**src/rtl/secuenciador_lectura_ventana_pkg.sv**
```systemverilog
// Shared definitions for the windowed memory read sequencer.
// Holds default widths and the FSM state encoding.
package secuenciador_lectura_ventana_pkg;

    localparam int P_BITS_DIRECCION_MEM   = 10;
    localparam int P_BITS_BUS_DATOS_INSTR = 24;
    localparam int P_BITS_BUFFERS         = 3;
    localparam int P_BITS_DATOS_MEM       = 32;
    localparam int P_PALABRAS_POR_LINEA   = 128;

    typedef enum logic [1:0] {
        REPOSO    = 2'd0,
        SOLICITAR = 2'd1,
        ESPERAR   = 2'd2,
        FIN       = 2'd3
    } estado_t;

endpackage

```
**src/rtl/secuenciador_lectura_ventana_if.sv**
```systemverilog
// Memory read and buffer write signals of the sequencer.
// master = sequencer side, slave = memory/buffer side.
interface secuenciador_lectura_ventana_if
    import secuenciador_lectura_ventana_pkg::*;
#(
    parameter int BITS_DIRECCION_MEM = P_BITS_DIRECCION_MEM,
    parameter int BITS_DATOS_MEM     = P_BITS_DATOS_MEM,
    parameter int BITS_BUFFERS       = P_BITS_BUFFERS
);
    logic                          solicitud_lectura;
    logic [BITS_DIRECCION_MEM-1:0] direccion_lectura;
    logic                          dato_valido_mem;
    logic [BITS_DATOS_MEM-1:0]     datos_mem;
    logic                          buffer_lleno;
    logic                          escritura_buffer;
    logic [BITS_DATOS_MEM-1:0]     datos_buffer;
    logic [BITS_BUFFERS-1:0]       seleccion_buffer;

    modport master (
        output solicitud_lectura,
        output direccion_lectura,
        input  dato_valido_mem,
        input  datos_mem,
        input  buffer_lleno,
        output escritura_buffer,
        output datos_buffer,
        output seleccion_buffer
    );

    modport slave (
        input  solicitud_lectura,
        input  direccion_lectura,
        output dato_valido_mem,
        output datos_mem,
        output buffer_lleno,
        input  escritura_buffer,
        input  datos_buffer,
        input  seleccion_buffer
    );

endinterface

```
**src/rtl/secuenciador_lectura_ventana_contador_lineas_buffer.sv**
```systemverilog
// Word, column and buffer-select counters for the sequencer.
// Rotates the buffer select every line and flags the last word.
module contador_lineas_buffer
    import secuenciador_lectura_ventana_pkg::*;
#(
    parameter int BITS_PALABRAS      = P_BITS_BUS_DATOS_INSTR,
    parameter int BITS_BUFFERS       = P_BITS_BUFFERS,
    parameter int PALABRAS_POR_LINEA = P_PALABRAS_POR_LINEA
) (
    input  logic                     clk,
    input  logic                     reset,
    input  logic                     limpiar_i,
    input  logic                     avanzar_i,
    input  logic [BITS_PALABRAS-1:0] total_i,
    input  logic [BITS_BUFFERS-1:0]  buffers_i,
    output logic [BITS_BUFFERS-1:0]  seleccion_o,
    output logic                     ultima_o
);

    localparam int BITS_COLUMNA =
        (PALABRAS_POR_LINEA > 1) ? $clog2(PALABRAS_POR_LINEA) : 1;
    localparam logic [BITS_COLUMNA-1:0] COLUMNA_MAX =
        BITS_COLUMNA'(PALABRAS_POR_LINEA - 1);

    logic [BITS_PALABRAS-1:0] palabras_q, palabras_d, palabras_mas1;
    logic [BITS_COLUMNA-1:0]  columna_q, columna_d;
    logic [BITS_BUFFERS-1:0]  seleccion_q, seleccion_d;
    logic [BITS_BUFFERS-1:0]  ultimo_buffer;

    // Next counter values; a buffer count of 0 behaves as one buffer
    always_comb begin
        palabras_mas1 = palabras_q + BITS_PALABRAS'(1);
        ultimo_buffer = (buffers_i == '0) ? '0
                      : buffers_i - BITS_BUFFERS'(1);
        palabras_d    = palabras_q;
        columna_d     = columna_q;
        seleccion_d   = seleccion_q;
        if (limpiar_i) begin
            palabras_d  = '0;
            columna_d   = '0;
            seleccion_d = '0;
        end else if (avanzar_i) begin
            palabras_d = palabras_mas1;
            if (columna_q == COLUMNA_MAX) begin
                columna_d   = '0;
                seleccion_d = (seleccion_q >= ultimo_buffer) ? '0
                            : seleccion_q + BITS_BUFFERS'(1);
            end else begin
                columna_d = columna_q + BITS_COLUMNA'(1);
            end
        end
    end

    // Counter state registers
    always_ff @(posedge clk or negedge reset) begin
        if (!reset) begin
            palabras_q  <= '0;
            columna_q   <= '0;
            seleccion_q <= '0;
        end else begin
            palabras_q  <= palabras_d;
            columna_q   <= columna_d;
            seleccion_q <= seleccion_d;
        end
    end

    assign seleccion_o = seleccion_q;
    assign ultima_o    = (palabras_mas1 == total_i);

endmodule

```
**src/rtl/secuenciador_lectura_ventana.sv**
```systemverilog
// Sequencer that reads a run of memory words, one at a time,
// and streams them into a rotating set of internal buffers.
module secuenciador_lectura_ventana
    import secuenciador_lectura_ventana_pkg::*;
#(
    parameter int BITS_DIRECCION_MEM   = P_BITS_DIRECCION_MEM,
    parameter int BITS_BUS_DATOS_INSTR = P_BITS_BUS_DATOS_INSTR,
    parameter int BITS_BUFFERS         = P_BITS_BUFFERS,
    parameter int BITS_DATOS_MEM       = P_BITS_DATOS_MEM,
    parameter int PALABRAS_POR_LINEA   = P_PALABRAS_POR_LINEA
) (
    input  logic                            clk,
    input  logic                            reset,
    input  logic                            inicio,
    input  logic                            cancelar,
    input  logic [BITS_DIRECCION_MEM-1:0]   direccion_mem_inicio_imagen,
    input  logic [BITS_BUS_DATOS_INSTR-1:0] cantidad_lecturas_mem,
    input  logic [BITS_BUFFERS-1:0]         cantidad_buffers_internos,
    secuenciador_lectura_ventana_if.master  bus,
    output logic                            ocupado,
    output logic                            listo
);

    estado_t                         estado_q, estado_d;
    logic [BITS_DIRECCION_MEM-1:0]   direccion_q, direccion_d;
    logic [BITS_BUS_DATOS_INSTR-1:0] total_q, total_d;
    logic [BITS_BUFFERS-1:0]         buffers_q, buffers_d;

    logic                    arranque;
    logic                    peticion;
    logic                    escritura;
    logic                    ultima;
    logic [BITS_BUFFERS-1:0] seleccion;

    // Handshake decodes; an abort suppresses both request and write
    always_comb begin
        arranque  = (estado_q == REPOSO) && inicio;
        peticion  = (estado_q == SOLICITAR) && !bus.buffer_lleno
                 && !cancelar;
        escritura = (estado_q == ESPERAR) && bus.dato_valido_mem
                 && !cancelar;
    end

    // Next state and configuration/address registers
    always_comb begin
        estado_d    = estado_q;
        direccion_d = direccion_q;
        total_d     = total_q;
        buffers_d   = buffers_q;
        unique case (estado_q)
            REPOSO: begin
                if (inicio) begin
                    direccion_d = direccion_mem_inicio_imagen;
                    total_d     = cantidad_lecturas_mem;
                    buffers_d   = cantidad_buffers_internos;
                    estado_d    = (cantidad_lecturas_mem == '0) ? FIN
                                : SOLICITAR;
                end
            end
            SOLICITAR: begin
                if (cancelar)
                    estado_d = REPOSO;
                else if (!bus.buffer_lleno)
                    estado_d = ESPERAR;
            end
            ESPERAR: begin
                if (cancelar) begin
                    estado_d = REPOSO;
                end else if (bus.dato_valido_mem) begin
                    direccion_d = direccion_q
                                + BITS_DIRECCION_MEM'(1);
                    estado_d    = ultima ? FIN : SOLICITAR;
                end
            end
            FIN:     estado_d = REPOSO;
            default: estado_d = REPOSO;
        endcase
    end

    // FSM and datapath registers
    always_ff @(posedge clk or negedge reset) begin
        if (!reset) begin
            estado_q    <= REPOSO;
            direccion_q <= '0;
            total_q     <= '0;
            buffers_q   <= '0;
        end else begin
            estado_q    <= estado_d;
            direccion_q <= direccion_d;
            total_q     <= total_d;
            buffers_q   <= buffers_d;
        end
    end

    contador_lineas_buffer #(
        .BITS_PALABRAS      (BITS_BUS_DATOS_INSTR),
        .BITS_BUFFERS       (BITS_BUFFERS),
        .PALABRAS_POR_LINEA (PALABRAS_POR_LINEA)
    ) u_contador (
        .clk         (clk),
        .reset       (reset),
        .limpiar_i   (arranque),
        .avanzar_i   (escritura),
        .total_i     (total_q),
        .buffers_i   (buffers_q),
        .seleccion_o (seleccion),
        .ultima_o    (ultima)
    );

    assign bus.solicitud_lectura = peticion;
    assign bus.direccion_lectura = direccion_q;
    assign bus.escritura_buffer  = escritura;
    assign bus.datos_buffer      = escritura ? bus.datos_mem : '0;
    assign bus.seleccion_buffer  = seleccion;
    assign ocupado               = (estado_q != REPOSO);
    assign listo                 = (estado_q == FIN);

endmodule

```
**src/flat_wrapper.sv**
```systemverilog
// flat-port wrapper written by rule: the top's interface ports become plain ports
module secuenciador_lectura_ventana_flat import secuenciador_lectura_ventana_pkg::*;
#(
    parameter int BITS_DIRECCION_MEM   = P_BITS_DIRECCION_MEM,
    parameter int BITS_BUS_DATOS_INSTR = P_BITS_BUS_DATOS_INSTR,
    parameter int BITS_BUFFERS         = P_BITS_BUFFERS,
    parameter int BITS_DATOS_MEM       = P_BITS_DATOS_MEM,
    parameter int PALABRAS_POR_LINEA   = P_PALABRAS_POR_LINEA
)
  (clk, reset, inicio, cancelar, direccion_mem_inicio_imagen, cantidad_lecturas_mem, cantidad_buffers_internos, ocupado, listo, bus_solicitud_lectura, bus_direccion_lectura, bus_dato_valido_mem, bus_datos_mem, bus_buffer_lleno, bus_escritura_buffer, bus_datos_buffer, bus_seleccion_buffer);
  secuenciador_lectura_ventana_if #(.BITS_DIRECCION_MEM(BITS_DIRECCION_MEM), .BITS_DATOS_MEM(BITS_DATOS_MEM), .BITS_BUFFERS(BITS_BUFFERS)) bus_i ();
  input  logic clk;
  input  logic reset;
  input  logic inicio;
  input  logic cancelar;
  input  logic [BITS_DIRECCION_MEM-1:0] direccion_mem_inicio_imagen;
  input  logic [BITS_BUS_DATOS_INSTR-1:0] cantidad_lecturas_mem;
  input  logic [BITS_BUFFERS-1:0] cantidad_buffers_internos;
  output logic ocupado;
  output logic listo;
  output wire logic [$bits(bus_i.solicitud_lectura)-1:0] bus_solicitud_lectura;
  output wire logic [$bits(bus_i.direccion_lectura)-1:0] bus_direccion_lectura;
  input wire logic [$bits(bus_i.dato_valido_mem)-1:0] bus_dato_valido_mem;
  input wire logic [$bits(bus_i.datos_mem)-1:0] bus_datos_mem;
  input wire logic [$bits(bus_i.buffer_lleno)-1:0] bus_buffer_lleno;
  output wire logic [$bits(bus_i.escritura_buffer)-1:0] bus_escritura_buffer;
  output wire logic [$bits(bus_i.datos_buffer)-1:0] bus_datos_buffer;
  output wire logic [$bits(bus_i.seleccion_buffer)-1:0] bus_seleccion_buffer;
  assign bus_solicitud_lectura = bus_i.solicitud_lectura;
  assign bus_direccion_lectura = bus_i.direccion_lectura;
  assign bus_i.dato_valido_mem = bus_dato_valido_mem;
  assign bus_i.datos_mem = bus_datos_mem;
  assign bus_i.buffer_lleno = bus_buffer_lleno;
  assign bus_escritura_buffer = bus_i.escritura_buffer;
  assign bus_datos_buffer = bus_i.datos_buffer;
  assign bus_seleccion_buffer = bus_i.seleccion_buffer;
  secuenciador_lectura_ventana #(.BITS_DIRECCION_MEM(BITS_DIRECCION_MEM), .BITS_BUS_DATOS_INSTR(BITS_BUS_DATOS_INSTR), .BITS_BUFFERS(BITS_BUFFERS), .BITS_DATOS_MEM(BITS_DATOS_MEM), .PALABRAS_POR_LINEA(PALABRAS_POR_LINEA)) u_core (.clk(clk), .reset(reset), .inicio(inicio), .cancelar(cancelar), .direccion_mem_inicio_imagen(direccion_mem_inicio_imagen), .cantidad_lecturas_mem(cantidad_lecturas_mem), .cantidad_buffers_internos(cantidad_buffers_internos), .bus(bus_i), .ocupado(ocupado), .listo(listo));
endmodule
```
**config.mk**
```make
export PLATFORM = sky130hd
export DESIGN_NAME = secuenciador_lectura_ventana_flat
export DESIGN_NICKNAME = d
export VERILOG_FILES = /design/src/rtl/secuenciador_lectura_ventana_pkg.sv /design/src/rtl/secuenciador_lectura_ventana_if.sv /design/src/rtl/secuenciador_lectura_ventana_contador_lineas_buffer.sv /design/src/rtl/secuenciador_lectura_ventana.sv /design/src/flat_wrapper.sv
export SDC_FILE = /design/constraint.sdc
export NUM_CORES = 1
export LEC_CHECK = 0
export ABC_AREA = 1
export CAP_MARGIN = 20
export CORE_MARGIN = 3
export CORE_UTILIZATION = 40
export DETAILED_ROUTE_END_ITERATION = 8
export DONT_BUFFER_PORTS = 1
export HOLD_SLACK_MARGIN = 0.08
export PLACE_DENSITY = 0.65
export SETUP_SLACK_MARGIN = 0.1
export SYNTH_ARGS = -nofsm -noshare
export SYNTH_HDL_FRONTEND = slang
export SYNTH_HIERARCHICAL = 1
export SYNTH_SLANG_ARGS = --single-unit
```
**constraint.sdc**
```tcl
create_clock -name clk -period 6.26 [get_ports clk]
set_clock_uncertainty 0.15 [all_clocks]
set_input_delay 1.565 -clock clk [delete_from_list [all_inputs] [get_ports clk]]
set_output_delay 1.565 -clock clk [all_outputs]
set_load 0.01 [all_outputs]
```
# Yosys cells after proc, flatten, opt, wreduce, memory -nomap -nowiden
# Cells that the tools add are included.
# Widths: inputs -> output; s select.
# totals
register_bits	73
in_bits	75
output_inout_bits	49
elab_cells	64
# op_classes
addsub	5
n_lt_le_gt_ge	1
n_eq_ne	10
muxes	23
reduce_logical	18
# ops
op	n
$mux 24	2
$mux 32	1
$mux 10	3
$add 24x1->24 const B	1
$eq 24x24->1	1
$logic_not 24->1	1
$mux 7	3
$pmux 10 s2	1
$mux 3	5
$mux 2	7
$add 10x1->10 const B	1
$pmux 2 s4	1
$reduce_bool 2->1	4
$add 7x1->7 const B	1
$eq 7x7->1 const B	1
$ne 2x2->1 const B	3
$ne 3x3->1 const B	2
$logic_and 1x1->1	5
$eq 2x2->1 const B	2
$reduce_and 2->1	2
$reduce_and 4->1	1
$add 3x1->3 const B	1
$ge 3x3->1	1
$logic_not 3->1	1
5 further kinds	6

# Logic depth before layout (Yosys ltp)
# Gate-level depths: netlist (run 1).
# logic_depth
depth_word	7
ltp_mapped	19
depth_no_buf	19

# By module
# Netlist (run 1), hierarchy kept.
# by_module_without_submodules
mod	instances	cells_per_inst	area_per_inst_um2
contador_lineas_buffer	1	427	2802.7
secuenciador_lectura_ventana	1	342	2299.7

# Least setup slack after synthesis (run 1)
# No wires, ideal clock.
# synth_timing
kind	input port to output port
startpoint	input bus_dato_valido_mem
endpoint	output bus_datos_buffer[1]
arrival_ns	2.163
path_slack_ns	2.382
cell_stages	5
path_buffers	1
path_cell_list	nand2_4 > nor2_4 > inv_2 > buf_6 > nor2_1
# synth_between
elab_chain_len	3
# synth_lines
item	line_no	rtl
from (decl)	flat_wrapper.sv:23	input wire logic [$bits(bus_i.dato_valido_mem)-1:0] bus_dato_valido_mem;
$logic_and 1x1->1	secuenciador_lectura_ventana.sv:40	escritura = (estado_q == ESPERAR) && bus.dato_valido_mem
$logic_and 1x1->1	secuenciador_lectura_ventana.sv:41	&& !cancelar;
net bus_escritura_buffer	flat_wrapper.sv:26	output wire logic [$bits(bus_i.escritura_buffer)-1:0] bus_escritura_buffer;
$mux 32	secuenciador_lectura_ventana.sv:113	assign bus.datos_buffer = escritura ? bus.datos_mem : '0;
to (decl)	flat_wrapper.sv:27	output wire logic [$bits(bus_i.datos_buffer)-1:0] bus_datos_buffer;
# The timed path passes the listed nets, and every way through them passes these cells.

# Final worst setup path (run 1)
# layout_timing
startpoint	input bus_dato_valido_mem
endpoint	output bus_datos_buffer[25]
# Same word-level chain as after synthesis.

==> results by group, run 1 <==
Status
  • Status: finished, final reports clean

Timing
  • Max Fclk: 0.245 GHz
  • Final number of max-transition violations: 0
  • Final setup fails: 0
  • Unrepaired setup endpoints after global routing: no
  • Slew @ Worst Pin: about 0.84 ns
  • Worst relative slew slack: 0.437
  • Hold_ws: ~0.35 ns
  • Setup ws final: 2.18 ns
  • Final TNS setup: 0 ns
  • Final Hold Viols: 0
  • Final Cycle Share: 0.651
  • Crit path time final: between 4 and 5 ns

Routing
  • Vias/cell: 4.86
  • # DRC: 0
  • Antenna viol nets, final: 0
  • DR WL/cell: 13.6 um
  • Detailed Route WL: 12,800 um
  • DRT iter0 DRCs: 237
  • Via Count: 4,571
  • First-pass DRT Iterations: 4

Clocking
  • CTS sink count: between 70 and 80
  • TritonCTS clock tree: yes
  • Post-CTS setup buffers: 0
  • CTS max path bufs: 2
  • Htree depth: 3
  • CTS Buf Count: 9
  • CTS Root Cell: clkbuf_16
  • PostCTS Resize Cnt: 0
  • Clock transition at path regs: 0.05 ns
  • Hold buffer count at cts: 0
  • Clk Latency, worst-skew pair: 0.33 ns

Synthesis
  • Post-Syn Area: 0.00510 mm^2
  • Register area share after synthesis: 0.358
  • Syn nets: ~850
  • Synth cell types: 38
  • Synth warn: 6
  • Syn Area/Cell: 6.64 um^2
  • #FFs+latches synth: 73
  • Post-synthesis cell count: 769

GRT
  • Most Crowded Layer GR: met2
  • First-pass GRT wire length: 21,700 um
  • Vias in the first global route: 4,409
  • Total global-route track usage: 0.189
  • Met2 GRT Util: 0.298
  • Initial antenna violation count: 0
  • GRT overflow: 0
  • Largest net degree at the start of global routing: between 70 and 80
  • Met3 Track Usage GR: 0.0442
  • GR Layer Usage met1: 0.254

Power
  • Power per cell area: 343 mW/mm^2
  • Total Power: around 1900 uW
  • Leak: 0.00284 uW
  • VDD IR-drop max: about 210 uV

Final layout
  • Register area: ~0.0018 mm^2
  • # diodes: 0
  • Final nets: 852
  • Layout Utilization: 0.451
  • Synthesis-to-finish area growth: 8.34%
  • Area occupied by multi-input gates: approximately 0.0028 mm^2
  • Share of layout cells above drive strength 1: 0.0802
  • # fillers: 1,254

Critical path
  • Startpoint types: input port
  • CP max stage delay: 0.28 ns
  • Delay-heaviest family, CP: simple AND/OR/NAND/NOR gates
  • Crit Path Max Fanout: 32
  • Critical path capture point type: primary output
  • R2r endpoint: u_core/u_contador/columna_q[4]
  • Buf+Inv Stages, Crit Path: 1
  • CP max stage cell: nor2_1
  • Worst r2r src: u_core/estado_q[1]
  • Cell Chain, Critical Path: nand2_4 -> nor2_4 -> inv_2 -> nor2_1
  • CP Class: in -> out
  • Worst R2R Setup Slack: 3.62 ns
  • Crit path DAT: 2.36 ns
  • Worst Reg-to-Reg Cells: 8
  • WP data required: between 4 and 5 ns

Min path
  • Hold Crit Start: u_core/total_q[3]
  • Hold-critical path depth: 2
  • Min-Delay Endpoint: u_core/total_q[3]
  • Worst min path class: reg -> reg

Die
  • Row Count: 40
  • IO Count: between 100 and 150
  • Die width: 119 um
  • Initial Utilization: 0.416
  • Die area: 0.0141 mm^2
  • Core Area: 0.0123 mm^2
  • Die height: 119 um

Placement
  • Setup Slack @ Placement: 2.18 ns
  • Gpl congestion: 0.841
  • # port buffers: 0
  • HPWL Detailed: ~9600 um

Job
  • Max-Cap Viols: 0
-- tightest hold or removal path, cell delays in order (launching register included) --
cell	delay, ns
dfrtp_1	0.35
nand2_1	0.06
nand2_1	0.06
-- cells by family (layout without fill, tap and decap cells) --
logic type | after synthesis | count (layout) | share of synthesized area
DFF | 73 | 73 | 0.358
AOI/OAI and AO/OA | 54 | 54 | 0.0630
xor gates and xnor gates | 7 | 7 | 0.0174
adders and majority gates | 9 | 9 | 0.0221
and+or+nand+nor | 500 | 500 | 0.438
muxes | 1 | 1 | 0.00196
buffers and inverters | 125 | 129 | 0.0993
-- registers in the layout (all words and copies together) (netlist names) --
register and flops:
u_core/u_contador/palabras_q 24, u_core/u_contador/columna_q 7, u_core/buffers_q 3, u_core/bus.direccion_lectura 10, u_core/u_contador/seleccion_o 3, u_core/total_q 24
u_core/estado_q 2
-- how the worst max path moves through the flow --
stage                         from              endpoint  slack [ns]  cells after the start
2_1_floorplan  bus_dato_valido_mem   bus_datos_buffer[1]        2.38                      5
3_3_place_gp   bus_dato_valido_mem  bus_datos_buffer[18]        2.22                      4
3_5_place_dp   bus_dato_valido_mem  bus_datos_buffer[25]        2.18                      4
4_1_cts        bus_dato_valido_mem  bus_datos_buffer[25]        2.18                      4
5_1_grt        bus_dato_valido_mem  bus_datos_buffer[25]        2.09                      4
6_report       bus_dato_valido_mem  bus_datos_buffer[25]        2.18                      4
-- cell usage after synthesis --
library cell	n	area [um^2]
nand2_1	268	1010
nor2_1	107	402
inv_1	106	398
dfrtp_1	73	1830
nand3_1	66	330
o21ai_0	26	130
nand3b_1	11	82.6
nand2_2	10	62.6
ha_1	9	113
nor2_4	9	101
o22ai_1	9	56.3
a21oi_1	8	40.0
nor2_2	8	50.1
buf_2	6	30.0
inv_2	5	18.8
buf_6	4	45.0
clkbuf_1	4	15.0
nand2_4	4	45.0
nand4_1	4	25.0
nor3_1	3	15.0
or2_2	3	18.8
xor2_1	3	26.3
a22o_1	2	17.5
nand3_4	2	35.0
nor2_8	2	40.0
o211ai_1	2	15.0
o21ai_1	2	10.0
xnor2_1	2	17.5
xnor3_1	2	45.0
a21oi_2	1	8.76
a32o_1	1	10.0
and2_1	1	6.26
mux2i_1	1	10.0
nand3_2	1	10.0
nor4_1	1	6.26
o21ai_2	1	8.76
o21ai_4	1	16.3
o41ai_1	1	8.76
-- routing by layer --
| metal | wire length [um] | part of all wire |
|---|---|---|
| met1 | 5980 | 0.47 |
| met2 | 5970 | 0.47 |
| met3 | 579 | 0.045 |
| met4 | 226 | 0.018 |
| met5 | 0 | 0 |
-- report_power, final --
group,total [uW],switching (uW),internal (uW),leakage (uW)
Combinational,631,398,233,0.00174
Sequential,755,152,603,0.000956
Clock,512,193,319,0.000144
-- layout make-up --
type	count	area share
Tap cell	168	0.0380
Sequential cell	73	0.330
Multi-Input combinational cell	571	0.501
Timing Repair Buffer	2	0.00272
Clock buffer	13	0.0453
Inverter	111	0.0754
Clock inverter	3	0.00724
-- through the flow --
stage	cells	area, um^2
after floorplan	769	5100
after global placement	925	5240
after detailed placement	925	5240
after CTS	941	5530
after global routing	941	5530
final	941	5530
-- layout by cell type, fill, tap and decap left out, types with 4 or more instances in the layout --
cell type and n:
nand3_1 66, nor2_2 8, ha_1 9, nand2_2 10, a21oi_1 8, nor2_4 9
o22ai_1 9, nor2_1 107, nand3b_1 11, inv_1 106, nand2_1 268, nand4_1 4
dfrtp_1 73, nand2_4 4, o21ai_0 26, clkbuf_16 9, inv_2 5
(Power assumes the default switching activity.)
==> inputs of run 2 (changes only) <==
--- a/config.mk
+++ b/config.mk
@@ -5,7 +5,7 @@
 export SDC_FILE = /design/constraint.sdc
 export NUM_CORES = 1
 export LEC_CHECK = 0
-export ABC_AREA = 1
+export ABC_AREA = 0
 export CAP_MARGIN = 20
 export CORE_MARGIN = 3
 export CORE_UTILIZATION = 40
==> constraint.sdc (replaced) <==
create_clock -name clk -period 3.8 [get_ports clk]
set_clock_uncertainty 0.15 [all_clocks]
set_input_delay 0.95 -clock clk [delete_from_list [all_inputs] [get_ports clk]]
set_output_delay 0.95 -clock clk [all_outputs]
set_load 0.01 [all_outputs]
==> results by group, run 2 <==
Synthesis
  • Synth cell types: 61 (was 38)
  • Top cell type's share of synthesized area: 0.385 (was 0.358)
  • Post-synthesis cell count: 510 (was 769)
  • Asr flop ratio synth: 1.00 (unchanged)
  • Top FF cell, synth: dfrtp_1 (unchanged)
  • Count leader, synth: dfrtp_1 (was nand2_1)
  • Post-Syn Area: 0.00474 mm^2 (was 0.00510 mm^2)
  • Largest area contributor in the netlist: dfrtp_1 (unchanged)
  • Register area share after synthesis: 0.385 (was 0.358)
  • Commonest cells in the netlist: dfrtp_1, nor2_1, and2_1 (was nand2_1, nor2_1, inv_1)
  • Syn nets: 594 (was 853)
  • Synth warn: 6 (unchanged)
  • Syn Area/Cell: 9.29 um^2 (was 6.64 um^2)
  • Number of enable flip-flop cells after synthesis: 0 (unchanged)
  • #FFs+latches synth: 73 (unchanged)
  • Top area cells in the synthesized netlist: dfrtp_1, mux2_2, xnor2_1, and2_1, nor2_1 (was dfrtp_1, nand2_1, nor2_1, inv_1, nand3_1)

Placement
  • # port buffers: 0 (unchanged)
  • Placed Cells: 624 (was 925)
  • HPWL Detailed: 8350 um (was 9570 um)
  • Setup Slack @ Placement: 0.824 ns (was 2.18 ns)
  • Gpl congestion: 0.848 (was 0.841)

Routing
  • Vias/cell: 5.70 (was 4.86)
  • Antenna viol nets, final: 0 (unchanged)
  • DR WL/cell: 17.5 um (was 13.6 um)
  • First-pass DRT Iterations: 5 (was 4)
  • Detailed Route WL: 11,200 um (was 12,800 um)
  • # DRC: 0 (unchanged)
  • DRT iter0 DRCs: 149 (was 237)
  • Via Count: 3,651 (was 4,571)

Job
  • Max-Cap Viols: 0 (unchanged)

Critical path
  • WP data required: 3.87 ns (was 4.55 ns)
  • CP max stage delay: 0.51 ns (was 0.28 ns)
  • Worst Reg-to-Reg Cells: 10 (was 8)
  • Critical path capture point type: flop (was primary output)
  • R2r endpoint: u_core/estado_q[1] (was u_core/u_contador/columna_q[4])
  • Worst r2r src: u_core/u_contador/palabras_q[0] (was u_core/estado_q[1])
  • Crit path DAT: 3.09 ns (was 2.36 ns)
  • Worst R2R Setup Slack: 0.78 ns (was 3.62 ns)
  • CP max stage cell: or4_1 (was nor2_1)
  • CP Class: reg -> reg (was in -> out)
  • Crit path launch: u_core/u_contador/palabras_q[0] (was bus_dato_valido_mem)
  • End of the critical path: u_core/estado_q[1] (was bus_datos_buffer[25])
  • Crit Path Max Fanout: 7 (was 32)
  • Startpoint types: flop (was input port)
  • Cell Chain, Critical Path: ha_1 -> and4_4 -> nand3_2 -> or4_1 -> a41o_1 -> o22ai_2 -> nor4_2 -> o21ai_0 -> o22ai_1 -> o22a_1 (was nand2_4 -> nor2_4 -> inv_2 -> nor2_1)

Final layout
  • Commonest cells after routing, fill and taps aside: dfrtp_1, nor2_1, and2_1 (was nand2_1, nor2_1, inv_1)
  • Layout Cells excl Fill: 640 (was 941)
  • Synthesis-to-finish area growth: 7.08% (was 8.34%)
  • Layout Utilization: 0.441 (was 0.451)
  • # diodes: 0 (unchanged)
  • Share of layout cells above drive strength 1: 0.139 (was 0.0802)
  • Most common cell after layout, fill and taps aside: dfrtp_1 (was nand2_1)
  • Final nets: 576 (was 852)

Timing
  • Crit path time final: between 3 and 4 ns
  • Final Hold Viols: 0 (unchanged)
  • Max Fclk: 0.331 GHz
  • Slew @ Worst Pin: 0.780 ns (was 0.844 ns)
  • Setup ws final: 0.783 ns (was 2.18 ns)
  • Worst relative slew slack: 0.479 (was 0.437)
  • Final setup fails: 0 (unchanged)
  • Unrepaired setup endpoints after global routing: no (unchanged)
  • Final TNS setup: 0 ns (unchanged)
  • Final number of max-transition violations: 0 (unchanged)
  • Final Cycle Share: 0.794

Min path
  • Worst min path class: in -> async (was reg -> reg)

Status
  • Status: finished, final reports clean (unchanged)

GRT
  • Vias in the first global route: 3,509 (was 4,409)
  • First-pass GRT wire length: 17,800 um (was 21,700 um)
  • Total global-route track usage: 0.170 (was 0.189)
  • Initial antenna violation count: 0 (unchanged)
  • Largest net degree at the start of global routing: 74 (unchanged)
  • GRT overflow: 0 (unchanged)

Die
  • Initial Utilization: 0.412 (was 0.416)
  • Row Count: 39 (was 40)
  • Core Area: 0.0115 mm^2 (was 0.0123 mm^2)
  • Die width: 115 um (was 119 um)
  • IO Count: 124 (unchanged)
  • Die height: 115 um (was 119 um)
  • Die area: 0.0132 mm^2 (was 0.0141 mm^2)

Clocking
  • Post-CTS setup buffers: 0 (unchanged)
  • Hold buffer count at cts: 0 (unchanged)
  • Clock transition at path regs: 0.06 ns (was 0.05 ns)
  • CTS max path bufs: 2 (unchanged)
  • Clk Latency, worst-skew pair: 0.34 ns (was 0.33 ns)
  • TritonCTS clock tree: yes (unchanged)
  • CTS sink count: 73 (unchanged)
  • CTS Buf Count: 9 (unchanged)
  • CTS Root Cell: clkbuf_16 (unchanged)
  • Htree depth: 3 (unchanged)
  • PostCTS Resize Cnt: 0 (unchanged)

Power
  • Total Power: 3170 uW (was 1900 uW)
  • Power share of the combinational group: 0.326 (was 0.332)
  • Sw Pwr: 1120 uW (was 743 uW)
  • Sequential share of power: 0.408 (was 0.398)
  • VDD IR-drop max: 262 uV (was 211 uV)
  • Leak: 0.00201 uW (was 0.00284 uW)
  • Power per cell area: 625 mW/mm^2 (was 343 mW/mm^2)
  • Clock share of power: 0.266 (was 0.270)
  • Switching Fraction: 0.353 (was 0.392)
  • Internal: 2050 uW (was 1150 uW)
run 2: final cells by class:
| type | count | area [um^2] |
|---|---|---|
| fillers | 1130 | 6440 |
| multi-input cells | 389 | 2680 |
| flip-flops and latches | 73 | 1830 |
| clock buffers | 11 | 243 |
| well taps | 143 | 179 |
| clock inverters | 5 | 55.1 |
| inverters | 13 | 48.8 |
| repair buffers | 6 | 45.0 |
run 2: how the worst min path moves through the flow:
| stage | start | end | cells past startpoint |
|---|---|---|---|
| finish | reset | u_core/total_q[18] | 0 |
| detailed placement | u_core/total_q[12] | u_core/total_q[12] | 1 |
| global route | reset | u_core/u_contador/palabras_q[17] | 0 |
| global placement | u_core/buffers_q[1] | u_core/buffers_q[1] | 1 |
| CTS | reset | u_core/total_q[13] | 0 |
| floorplan | u_core/buffers_q[1] | u_core/buffers_q[1] | 1 |
run 2: logic make-up (layout without fill, tap and decap cells):
logic type,count (synthesis),count (layout),synth area share
muxes,32,32,0.0750
and+or+nand+nor,223,223,0.261
buffers and inverters,48,35,0.0541
adders and majority gates,9,9,0.0238
DFF,73,73,0.385
AOI/OAI and AO/OA,71,71,0.101
xor gates and xnor gates,54,54,0.0998
run 2: routing by layer:
layer  vias to the layer above  part of all wire  track usage
met5                         -                 0            0
met3                         7             0.055       0.0547
met1                      1799              0.44        0.220
li1                       1752                 -            -
met2                        93              0.50        0.272
met4                         0            0.0093       0.0524
run 2: metrics by stage:
stage	hold WS [ns]	instance area, um^2
global placement	0.357	4780
floorplan	0.337	4740
CTS	0.141	5070
finish	0.159	5070
global route	0.137	5070
detailed placement	0.370	4780
run 2: power groups by stage:
stage / combinational, uW / clock (uW) / sequential, uW
after floorplan: 898 / 0 / 1210
after global routing: 1150 / 906 / 1330
final: 1030 / 843 / 1290
after CTS: 1040 / 869 / 1300
after global placement: 1000 / 0 / 1300
after detailed placement: 1030 / 0 / 1310
run 2: worst max-delay path, delay by kind of cell, from the launching register on:
kind,cells,cell delay (ns)
AND/OR/NAND/NOR,4,1.04
AO/OA/AOI/OAI,5,0.90
flip-flops,1,0.49
adder cells (fa/ha/maj),1,0.31
==> inputs of run 3 (changes only) <==
==> constraint.sdc (replaced) <==
create_clock -name clk -period 3.1 [get_ports clk]
set_clock_uncertainty 0.15 [all_clocks]
set_input_delay 0.775 -clock clk [delete_from_list [all_inputs] [get_ports clk]]
set_output_delay 0.775 -clock clk [all_outputs]
set_load 0.01 [all_outputs]
==> results by group, run 3 (synthesized netlist as in run 2, its figures left out) <==
Status
  • Status: finished, final reports clean (unchanged)

Clocking
  • Clk Latency, worst-skew pair: 0.34 ns (about the same)
  • Clock transition at path regs: 0.06 ns (about the same)
  • CTS sink count: 73 (unchanged)
  • Post-CTS setup buffers: 0 (unchanged)
  • TritonCTS clock tree: yes (unchanged)
  • CTS max path bufs: 2 (unchanged)
  • CTS Buf Count: 9 (unchanged)
  • CTS Root Cell: clkbuf_16 (unchanged)
  • Htree depth: 3 (unchanged)

Job
  • Max-Cap Viols: 0 (unchanged)

Routing
  • First-pass DRT Iterations: 7 (was 5)
  • Detailed Route WL: 11,400 um (was 11,200 um)
  • Antenna viol nets, final: 0 (unchanged)
  • Via Count: 3,624 (was 3,651)
  • Vias/cell: 5.65 (was 5.70)
  • DRT iter0 DRCs: 165 (was 149)
  • # DRC: 0 (unchanged)
  • DR WL/cell: 17.7 um (was 17.5 um)

Final layout
  • Share of layout cells above drive strength 1: 0.145 (was 0.139)
  • Synthesis-to-finish area growth: 7.97% (was 7.08%)
  • Register area: 0.00183 mm^2 (about the same)
  • Most common cell after layout, fill and taps aside: dfrtp_1 (unchanged)
  • # fillers: 1,105 (was 1,130)
  • Commonest cells after routing, fill and taps aside: dfrtp_1, nor2_1, and2_1 (unchanged)
  • # diodes: 0 (unchanged)
  • Area occupied by multi-input gates: 0.00268 mm^2 (about the same)
  • Final nets: 577 (was 576)
  • Fin area: 0.00512 mm^2 (was 0.00507 mm^2)

Critical path
  • Startpoint types: flop (unchanged)
  • Worst r2r src: u_core/u_contador/palabras_q[1] (was u_core/u_contador/palabras_q[0])
  • Worst R2R Setup Slack: 0.28 ns (was 0.78 ns)
  • Critical path capture point type: flop (unchanged)
  • CP max stage cell: or4_1 (unchanged)
  • Crit Path Max Fanout: 7 (unchanged)
  • Cell Chain, Critical Path: ha_2 -> and4_4 -> nand3_2 -> or4_1 -> a41o_1 -> o22ai_2 -> nor4_2 -> o21ai_0 -> o22ai_1 -> o22a_1 (was ha_1 -> and4_4 -> nand3_2 -> or4_1 -> a41o_1 -> o22ai_2 -> nor4_2 -> o21ai_0 -> o22ai_1 -> o22a_1)
  • Crit path DAT: 2.91 ns (was 3.09 ns)
  • R2r endpoint: u_core/estado_q[1] (unchanged)
  • CP max stage delay: 0.51 ns (about the same)
  • CP Class: reg -> reg (unchanged)
  • WP data required: 3.18 ns (was 3.87 ns)
  • Worst Reg-to-Reg Cells: 10 (unchanged)

Die
  • Row Count: 39 (unchanged)
  • Initial Utilization: 0.412 (unchanged)
  • Die width: 115 um (unchanged)
  • Die height: 115 um (unchanged)
  • IO Count: 124 (unchanged)
  • Die area: 0.0132 mm^2 (unchanged)
  • Core Area: 0.0115 mm^2 (unchanged)

Placement
  • Dpl cell area: 0.00479 mm^2 (was 0.00478 mm^2)
  • HPWL Detailed: 8360 um (was 8350 um)
  • Gpl congestion: 0.900 (was 0.848)
  • # port buffers: 0 (unchanged)

Timing
  • Max Fclk: 0.354 GHz (was 0.331 GHz)
  • Slew @ Worst Pin: 0.552 ns (was 0.780 ns)
  • Final number of max-transition violations: 0 (unchanged)
  • Final Hold Viols: 0 (unchanged)
  • Final setup fails: 0 (unchanged)
  • Final TNS setup: 0 ns (unchanged)
  • Final Cycle Share: 0.910 (was 0.794)
  • Worst relative slew slack: 0.630 (was 0.479)
  • Unrepaired setup endpoints after global routing: no (unchanged)
  • Crit path time final: 2.82 ns (was 3.02 ns)

GRT
  • Vias in the first global route: 3,518 (was 3,509)
  • First-pass GRT wire length: 18,200 um (was 17,800 um)
  • Largest net degree at the start of global routing: 74 (unchanged)
  • Initial antenna violation count: 0 (unchanged)
  • Total global-route track usage: 0.174 (was 0.170)
  • GRT overflow: 0 (unchanged)

Power
  • Leak: 0.00202 uW (was 0.00201 uW)
  • Power per cell area: 768 mW/mm^2 (was 625 mW/mm^2)
  • VDD IR-drop max: 465 uV (was 262 uV)

Min path
  • Worst min path class: in -> async (unchanged)
## run 3: where the power goes
part           internal, uW  switching (uW)  total, uW
clock                   626             413       1040
sequential             1230             354       1590
combinational           660             646       1310
## run 3: area by class of cell
type | instances | share of cell area
timing repair buffer | 7 | 0.0166
clock buffer | 10 | 0.0447
inverter | 13 | 0.00954
sequential | 73 | 0.357
tap | 143 | 0.0350
multi-input combinational | 389 | 0.524
clock inverter | 6 | 0.0132
## run 3: repair_timing
item / 4_1_cts / 5_1_grt
endpoints found under the hold margin: 73 / 0
endpoints found under the setup margin: 0 / 1
resized for setup: 0 / 2
hold buffers: 1 / 0
## run 3: worst max-delay path, delay by kind of cell (launching register included)
family	cells	cell delay [ns]
and+or+nand+nor	4	0.99
DFF	1	0.43
adders and majority gates	1	0.26
AOI/OAI and AO/OA	5	0.89
## run 3: metal layers
metal  up-vias  global-route usage  routed length, um
li1       1755                   -                  -
met1      1768               0.230               4970
met2        91               0.276               5640
met3        10              0.0574                626
met4         0              0.0454                128
met5         -                   0                  0
## run 3: worst max-delay path by stage
stage | from | endpoint | slack (ns)
after detailed placement | u_core/u_contador/palabras_q[0] | u_core/estado_q[1] | 0.19
after floorplan | u_core/u_contador/palabras_q[0] | u_core/estado_q[1] | 0.39
after CTS | u_core/u_contador/palabras_q[0] | u_core/estado_q[1] | 0.19
after global routing | u_core/u_contador/palabras_q[1] | u_core/estado_q[1] | 0.11
after global placement | u_core/u_contador/palabras_q[0] | u_core/estado_q[1] | 0.28
final | u_core/u_contador/palabras_q[1] | u_core/estado_q[1] | 0.28
## run 3: through the flow
step / power [uW] / hold WS [ns] / worst slack [ns] / std cells / utilization
after floorplan: 2590 / 0.329 / 0.385 / 510 / -
after CTS: 3980 / 0.181 / 0.190 / 641 / 0.444
final: 3930 / 0.158 / 0.278 / 641 / 0.444
after detailed placement: 2890 / 0.333 / 0.188 / 624 / 0.416
after global placement: 2850 / 0.333 / 0.282 / 624 / 0.416
after global routing: 4210 / 0.177 / 0.108 / 641 / 0.444
